[config.mk]
export PLATFORM = sky130hd
export DESIGN_NAME = io_port_ctrl
export DESIGN_NICKNAME = d
export VERILOG_FILES = /design/src/rtl/io_pkg.sv /design/src/rtl/io_in_slot.sv /design/src/rtl/io_port_ctrl.sv
export SDC_FILE = /design/constraint.sdc
export NUM_CORES = 1
export LEC_CHECK = 0
export CAP_MARGIN = 5
export CORE_MARGIN = 5
export CORE_UTILIZATION = 47
export DETAILED_ROUTE_END_ITERATION = 7
export PLACE_DENSITY_LB_ADDON = 0.1
export SKIP_CTS_REPAIR_TIMING = 1
export SLEW_MARGIN = 0
export SYNTH_ARGS = -nofsm -noshare
export SYNTH_HDL_FRONTEND = slang
export SYNTH_SLANG_ARGS = --single-unit
[constraint.sdc]
create_clock -name clk -period 4.6 [get_ports clk]
set_input_delay 0.46 -clock clk [delete_from_list [all_inputs] [get_ports clk]]
set_output_delay 0.46 -clock clk [all_outputs]
set_load 0.03 [all_outputs]
[src/rtl/io_pkg.sv]
// Shared defaults and port-address constants for the CPU I/O port controller.
// Imported by io_in_slot and io_port_ctrl.
package io_pkg;

   localparam int IO_WIDTH   = 8;
   localparam int IO_NPORTS  = 4;
   localparam int IO_TIMEOUT = 255;

   localparam logic [1:0] PORT0 = 2'd0;
   localparam logic [1:0] PORT1 = 2'd1;
   localparam logic [1:0] PORT2 = 2'd2;
   localparam logic [1:0] PORT3 = 2'd3;

endpackage

[src/rtl/io_in_slot.sv]
// One input port: a holding register plus a full flag.
// Ports: clk, reset (async, active-low), valid_i/data_i (external side),
// pop_i (CPU consumed), ready_o (= !full), full_o, data_o (held word).
module io_in_slot
   import io_pkg::*;
#(
   parameter int WIDTH = IO_WIDTH
) (
   input  logic             clk,
   input  logic             reset,
   input  logic             valid_i,
   input  logic [WIDTH-1:0] data_i,
   input  logic             pop_i,
   output logic             ready_o,
   output logic             full_o,
   output logic [WIDTH-1:0] data_o
);

   logic             full_q, full_d;
   logic [WIDTH-1:0] hold_q, hold_d;

   // A pop only happens while full and a capture only while empty,
   // so the two never touch the slot in the same cycle.
   always_comb begin
      full_d = full_q;
      hold_d = hold_q;
      if (pop_i) begin
         full_d = 1'b0;
      end else if (valid_i && !full_q) begin
         full_d = 1'b1;
         hold_d = data_i;
      end
   end

   always_ff @(posedge clk or negedge reset) begin
      if (!reset) begin
         full_q <= 1'b0;
         hold_q <= '0;
      end else begin
         full_q <= full_d;
         hold_q <= hold_d;
      end
   end

   assign ready_o = !full_q;
   assign full_o  = full_q;
   assign data_o  = hold_q;

endmodule

[src/rtl/io_port_ctrl.sv]
// CPU-side I/O port controller: blocking IN/OUT instructions with stall and watchdog.
// Ports: clk, reset (async low), addr/re/we/wdata/rdata/stall/err (CPU),
// in_data/in_valid/in_ready and out_data/out_valid/out_ack (external ports).
module io_port_ctrl
   import io_pkg::*;
#(
   parameter  int WIDTH   = IO_WIDTH,
   parameter  int NPORTS  = IO_NPORTS,
   parameter  int TIMEOUT = IO_TIMEOUT,
   localparam int AW      = $clog2(NPORTS),
   localparam int CW      = $clog2(TIMEOUT + 1)
) (
   input  logic                    clk,
   input  logic                    reset,
   input  logic [AW-1:0]           addr,
   input  logic                    re,
   input  logic                    we,
   input  logic [WIDTH-1:0]        wdata,
   output logic [WIDTH-1:0]        rdata,
   output logic                    stall,
   output logic                    err,
   input  logic [NPORTS*WIDTH-1:0] in_data,
   input  logic [NPORTS-1:0]       in_valid,
   output logic [NPORTS-1:0]       in_ready,
   output logic [NPORTS*WIDTH-1:0] out_data,
   output logic [NPORTS-1:0]       out_valid,
   input  logic [NPORTS-1:0]       out_ack
);

   logic [NPORTS-1:0]            full;
   logic [NPORTS-1:0][WIDTH-1:0] hold;
   logic [NPORTS-1:0]            pop;

   logic [NPORTS-1:0][WIDTH-1:0] od_q, od_d;
   logic [NPORTS-1:0]            ov_q, ov_d;
   logic [CW-1:0]                wdog_q, wdog_d;
   logic                         err_q, err_d;

   logic rd_wait, wr_wait, tmo, rd_go, wr_go;

   for (genvar g = 0; g < NPORTS; g++) begin : g_in
      io_in_slot #(.WIDTH(WIDTH)) u_slot (
         .clk     (clk),
         .reset   (reset),
         .valid_i (in_valid[g]),
         .data_i  (in_data[g*WIDTH +: WIDTH]),
         .pop_i   (pop[g]),
         .ready_o (in_ready[g]),
         .full_o  (full[g]),
         .data_o  (hold[g])
      );
   end

   always_comb begin
      rd_wait = re && !full[addr];
      wr_wait = we && ov_q[addr] && !out_ack[addr];
      // Watchdog expiry only counts while something is still waiting.
      tmo     = (wdog_q == CW'(TIMEOUT)) && (rd_wait || wr_wait);
      rd_go   = re && full[addr] && !tmo;
      wr_go   = we && !wr_wait && !tmo;
      // Gated by reset so the CPU is released the instant reset drops.
      stall   = (rd_wait || wr_wait) && !tmo && reset;
      rdata   = rd_go ? hold[addr] : '0;

      pop = '0;
      if (rd_go) pop[addr] = 1'b1;

      ov_d = ov_q & ~out_ack;
      od_d = od_q;
      if (wr_go) begin
         ov_d[addr] = 1'b1;
         od_d[addr] = wdata;
      end

      wdog_d = stall ? wdog_q + 1'b1 : '0;
      err_d  = err_q || tmo;
   end

   always_ff @(posedge clk or negedge reset) begin
      if (!reset) begin
         od_q   <= '0;
         ov_q   <= '0;
         wdog_q <= '0;
         err_q  <= 1'b0;
      end else begin
         od_q   <= od_d;
         ov_q   <= ov_d;
         wdog_q <= wdog_d;
         err_q  <= err_d;
      end
   end

   assign out_data  = od_q;
   assign out_valid = ov_q;
   assign err       = err_q;

endmodule

* Word-level counts from Yosys, hierarchy flattened
Cells that the tools add are included.
Widths: inputs -> output; s select.
** Word-level totals
- Flip-flop bits (word level) :: 81
- Bits of input ports :: 54
- Word-level logic and storage cells :: 84
** Cells by class
- Add/subtract/negate cells :: 1
- Magnitude comparators :: 2
- Equality and inequality tests :: 1
- Multiplexer cells :: 25
- Bitwise logic cells :: 7
- Reductions and logical operators :: 33
** Operator list (number)
- $bwmux 32 :: 1
- $mux 8 :: 4
- $bmux 8 s2 :: 1
- $demux 8 s2 :: 1
- $logic_and 1x1->1 :: 15
- $mux 1 :: 12
- $add 8x1->8 const B :: 1
- $eq 8x8->1 const B :: 1
- $logic_not 1->1 :: 8
- $mux 4 :: 2
- $reduce_and 2->1 :: 4
- $reduce_bool 2->1 :: 4
- $bmux 1 s2 :: 3
- $and 4x4->4 :: 1
- $not 1->1 :: 4
- $not 4->4 :: 1
- $or 4x4->4 :: 1
- $lt 2x3->1 const B :: 1
- $demux 1 s2 :: 1
- $ge 2x1->1 const B :: 1
- $logic_or 1x1->1 :: 2

* Logic depth before layout (Yosys ltp)
- Word-level depth :: 11
- Gate-level depth with buffers :: 5
- Mapped depth without buffers :: 4

* Cells and area by module
A second synthesis with hierarchy kept.
** Second synthesis, totals
- Cell total of the unflattened synthesis :: 246
- Area total of the unflattened synthesis :: 3638.5 um^2
** Modules (own cells, without submodules)
- io_port_ctrl :: instances 1, cells an instance 162, area each 2257.2 um^2, sequential area each 1126.1 um^2
- io_in_slot :: instances 4, cells an instance 21, area each 345.3 um^2, sequential area each 225.2 um^2

* Least setup slack after synthesis
OpenSTA, ideal clock, no wires.
- Path kind :: register to output
- From :: register ov_q[3], in the netlist out_valid[3]
- To :: output rdata[0]
- Arrival time :: 2.174 ns
- Data required time :: 4.140 ns
- Slack :: 1.966 ns
- Cell stages (with the launch flop) :: 6
- Buffers on the path :: 1
- Path through :: dfrtp_1 > nor2b_1 > mux4_2 > buf_6 > a311o_1 > nor2b_1
** Between the ends
- Cells in the longest elaborated chain, start to end :: 9
** Ends and longest elaborated chain
- start: declaration :: line io_port_ctrl.sv:35 : logic [NPORTS-1:0] ov_q, ov_d;
- start signal: assignment :: line io_port_ctrl.sv:87 : ov_q <= ov_d;
- $bmux 1 s2 :: line io_port_ctrl.sv:56 : wr_wait = we && ov_q[addr] && !out_ack[addr];
- $mux 1 (not written as such) :: line io_port_ctrl.sv:56
- $logic_and 1x1->1 (2 in a row) :: line io_port_ctrl.sv:56
- $logic_or 1x1->1 :: line io_port_ctrl.sv:58 : tmo = (wdog_q == CW'(TIMEOUT)) && (rd_wait || wr_wait);
- $logic_and 1x1->1 :: line io_port_ctrl.sv:58
- $logic_not 1->1 :: line io_port_ctrl.sv:59 : rd_go = re && full[addr] && !tmo;
- $logic_and 1x1->1 :: line io_port_ctrl.sv:59
- $mux 8 :: line io_port_ctrl.sv:63 : rdata = rd_go ? hold[addr] : '0;
- end: declaration :: line io_port_ctrl.sv:19 : output logic [WIDTH-1:0] rdata,
Every way passes these cells. The select of a mux whose other input is x is not followed.

* Worst setup path after layout
- From :: input addr[1]
- To :: output rdata[6]
** Between the ends
- Cells in the longest elaborated chain, start to end :: 9
** Ends and longest elaborated chain
- start: declaration :: line io_port_ctrl.sv:15 : input logic [AW-1:0] addr,
- $bmux 1 s2 (on tied branches) :: line io_port_ctrl.sv:55, io_port_ctrl.sv:59, io_port_ctrl.sv:56
- $mux 1 (on tied branches) :: line io_port_ctrl.sv:55, io_port_ctrl.sv:59, io_port_ctrl.sv:56
- $logic_not 1->1, or another cell as far along :: line io_port_ctrl.sv:55 : rd_wait = re && !full[addr];
- $logic_and 1x1->1 (on tied branches) :: line io_port_ctrl.sv:55, io_port_ctrl.sv:56
- $logic_or 1x1->1 :: line io_port_ctrl.sv:58
- $logic_and 1x1->1 :: line io_port_ctrl.sv:58
- $logic_not 1->1 :: line io_port_ctrl.sv:59
- $logic_and 1x1->1 :: line io_port_ctrl.sv:59
- $mux 8 * :: line io_port_ctrl.sv:63
Every way passes the cells marked *; elsewhere a longest branch is shown, timed or not. The select of a mux whose other input is x is not followed.

==> impl_metrics.toml <==
[detailed_routing]
drcViolationCount = 0
vias = 2359
met3_length_microns = 637
dr_wl_met2_mm = 4.08
drt_iter0_markers = 54
routedWlPerCell_microns = 17.6
antenna_left = 0
wl_met1_mm = 3.34
routed.top_layer = "met4"
drt_wl_total_mm = 8.12
firstDrtPassIters = 4
via_per_inst = 5.12

[clock_network]
clockRootBuffer = "clkbuf_8"
cts_tree = "done"
clock_latency_ns = 0.34
cts_buffer_depth = 2
clkTransAtPathRegs_ns = 0.08
cts-htree-levels = 3
cts_made_buffers = 9
cts.sinks = 81

[final_layout]
area_growth_syn_to_layout_pct = 35.9
diodes = 0
drive_above_1_share_pct = 27.6
layout.cells.non_filler = 461
num-nets-final = 409
fill_cells = 586

[sta]
finalCriticalPeriod_ns = 3.62
worst_pin_slew_ns = 0.999
finalSetupViolCount = 0
period_share_pct = 78.7
rsz0062_at_grt = "no"
finalMaxSlewViolations = 0
setup_tns_ns = 0
finClkSkew_ns = 0.00702
max-slew-margin-rel_pct = 33.4
hold_viol = 0
max_freq_ghz = 0.276

[global_routing]
globalRouteTotalUtil_pct = 17.9
antenna_found_initial = 0
overflow = 0
grt_max_degree = 82
grt_pass1_vias = 2599
grt_pass1_wl_mm = 13.4

[yosys]
synth_flop_cell = "dfrtp_1"
synth_area_leader_cell = "dfrtp_1"
netlist_area_sq_um = 3660
synth-edff-count = 0
syn-instance-count = 252
synth_top_area_share_pct = 55.4
synth_warnings = 0
synthDistinctLibCells = 36
synth_most_common_cell = "dfrtp_1"
async_reset_ff_share_pct = 100
synth_nets = 307
ys_ff_latch = 81
avgSynthCellArea_sq_um = 14.5
netlist_top_cells_count = "dfrtp_1 (81), mux2_2 (56), nor2b_1 (18)"
synth_seq_area_share_pct = 55.4
synthTopCellsByArea = "dfrtp_1 (55%), mux2_2 (17%), mux4_2 (5.5%)"

[setup_path]
endpoint_kind = "primary output"
cp-start-kind = "input port"
crit_type = "in2out"
crit_fanout = 16
crit_chain = "clkdlybuf4s50_1, buf_4, mux4_2, a311o_1, nor2b_1, clkdlybuf4s50_1"
path_common_cell = "clkdlybuf4s50_1"
cp_slowest_cell = "clkdlybuf4s50_1"
worst_path_dominant_cell_family = "buffers and inverters"
crit_buf_inv = 3
required_ns = 4.14
cpPeakStageDelay_ns = 0.70
crit_arrival_ns = 3.16
r2r_slack_ns = 2.34

[placement]
post-place-cells = 445
hpwl_mm = 5.76
gp_congestion = 0.819
io_buffers = 103

[floorplanning]
die_area_sq_um = 9650
die_w_microns = 98.2
io_pins = 104
rows = 32
start_util_pct = 47.8
core_area_sq_um = 7650
die_h_microns = 98.2

[hold_path]
hp-class = "in2async"

[power_and_ir_drop]
leakage_nw = 2.01
p_per_area_nw_per_um2 = 440
peakVddDrop_mv = 0.237

[status]
status = "finished, final reports clean"

[run]
drv_cap = 0
==> metal layers <==
layer	global-route usage, %	vias to the layer above
met5	0	-
met4	5.04	0
met3	7.00	4
met2	28.8	59
met1	22.6	1197
li1	-	1099
==> path summary, 6_finish.rpt <==
check | from | to | cells after the start
worst max-delay path | addr[1] | rdata[6] | 6
worst min-delay path | reset | wdog_q[7] | 2
worst max register to register | wdog_q[0] | out_data[24] | 4
worst min register to register | wdog_q[0] | wdog_q[0] | 1
max in group asynchronous | reset | g_in[0].u_slot.data_o[6] | 2
min in group clk | wdog_q[0] | wdog_q[0] | 1
==> through the flow <==
stage          utilization [%]  worst slack, ns  total power [W]  instance area, sq um  hold slack, ns
2_1_floorplan                -             1.97          0.00135                  3660           0.164
3_3_place_gp              62.1             1.03          0.00162                  4750           0.448
3_5_place_dp              62.1             1.01          0.00163                  4750           0.471
4_1_cts                   65.0            0.990          0.00222                  4970           0.407
5_1_grt                   65.0            0.912          0.00230                  4970           0.466
6_report                  65.0            0.978          0.00219                  4970           0.375
==> kinds of logic after synthesis <==
family / count (synthesis) / synth area share (%)
buffers and inverters: 22 / 3.18
AOI/OAI and AO/OA: 14 / 4.62
xor gates and xnor gates: 5 / 1.20
DFF: 81 / 55.4
muxes: 77 / 27.2
adders and majority gates: 1 / 0.342
and+or+nand+nor: 52 / 8.01
==> report_power, final <==
part	total, W	switching, W	leakage [nW]	internal [W]
Sequential	0.000944	0.0000806	0.970	0.000863
Combinational	0.000668	0.000314	0.933	0.000354
Clock	0.000575	0.000238	0.111	0.000337
Total	0.00219	0.000632	2.01	0.00155
==> placed cells by master (no fill, tap or decap), drive strengths merged, types with 3 or more instances in the layout <==
cell type and instances:
a211oi 4, a31oi 4, buf 4, clkbuf 14, clkdlybuf4s50 102, dfrtp 81
inv 6, mux2 66, mux4 9, nand2 6, nand3 3, nor2 5
nor2b 18, nor3 5, nor4 4, or2 4, xor2 4
==> state kept, by name (all words and copies together) (netlist names) <==
| name | cells |
|---|---|
| out_data | 32 |
| out_valid | 4 |
| g_in.u_slot.full_o | 4 |
| g_in.u_slot.data_o | 32 |
| wdog_q | 8 |
| err | 1 |
==> final cells by class <==
| class | instances | area, sq um | share of cell area [%] |
|---|---|---|---|
| clock inverters | 2 | 60.1 | 1.21 |
| flip-flops and latches | 81 | 2030 | 40.8 |
| inverters | 7 | 26.3 | 0.529 |
| multi-input cells | 149 | 1510 | 30.5 |
| repair buffers | 106 | 1050 | 21.2 |
| well taps | 102 | 128 | 2.57 |
| clock buffers | 14 | 163 | 3.27 |
Power figures use the tool's default switching activity.
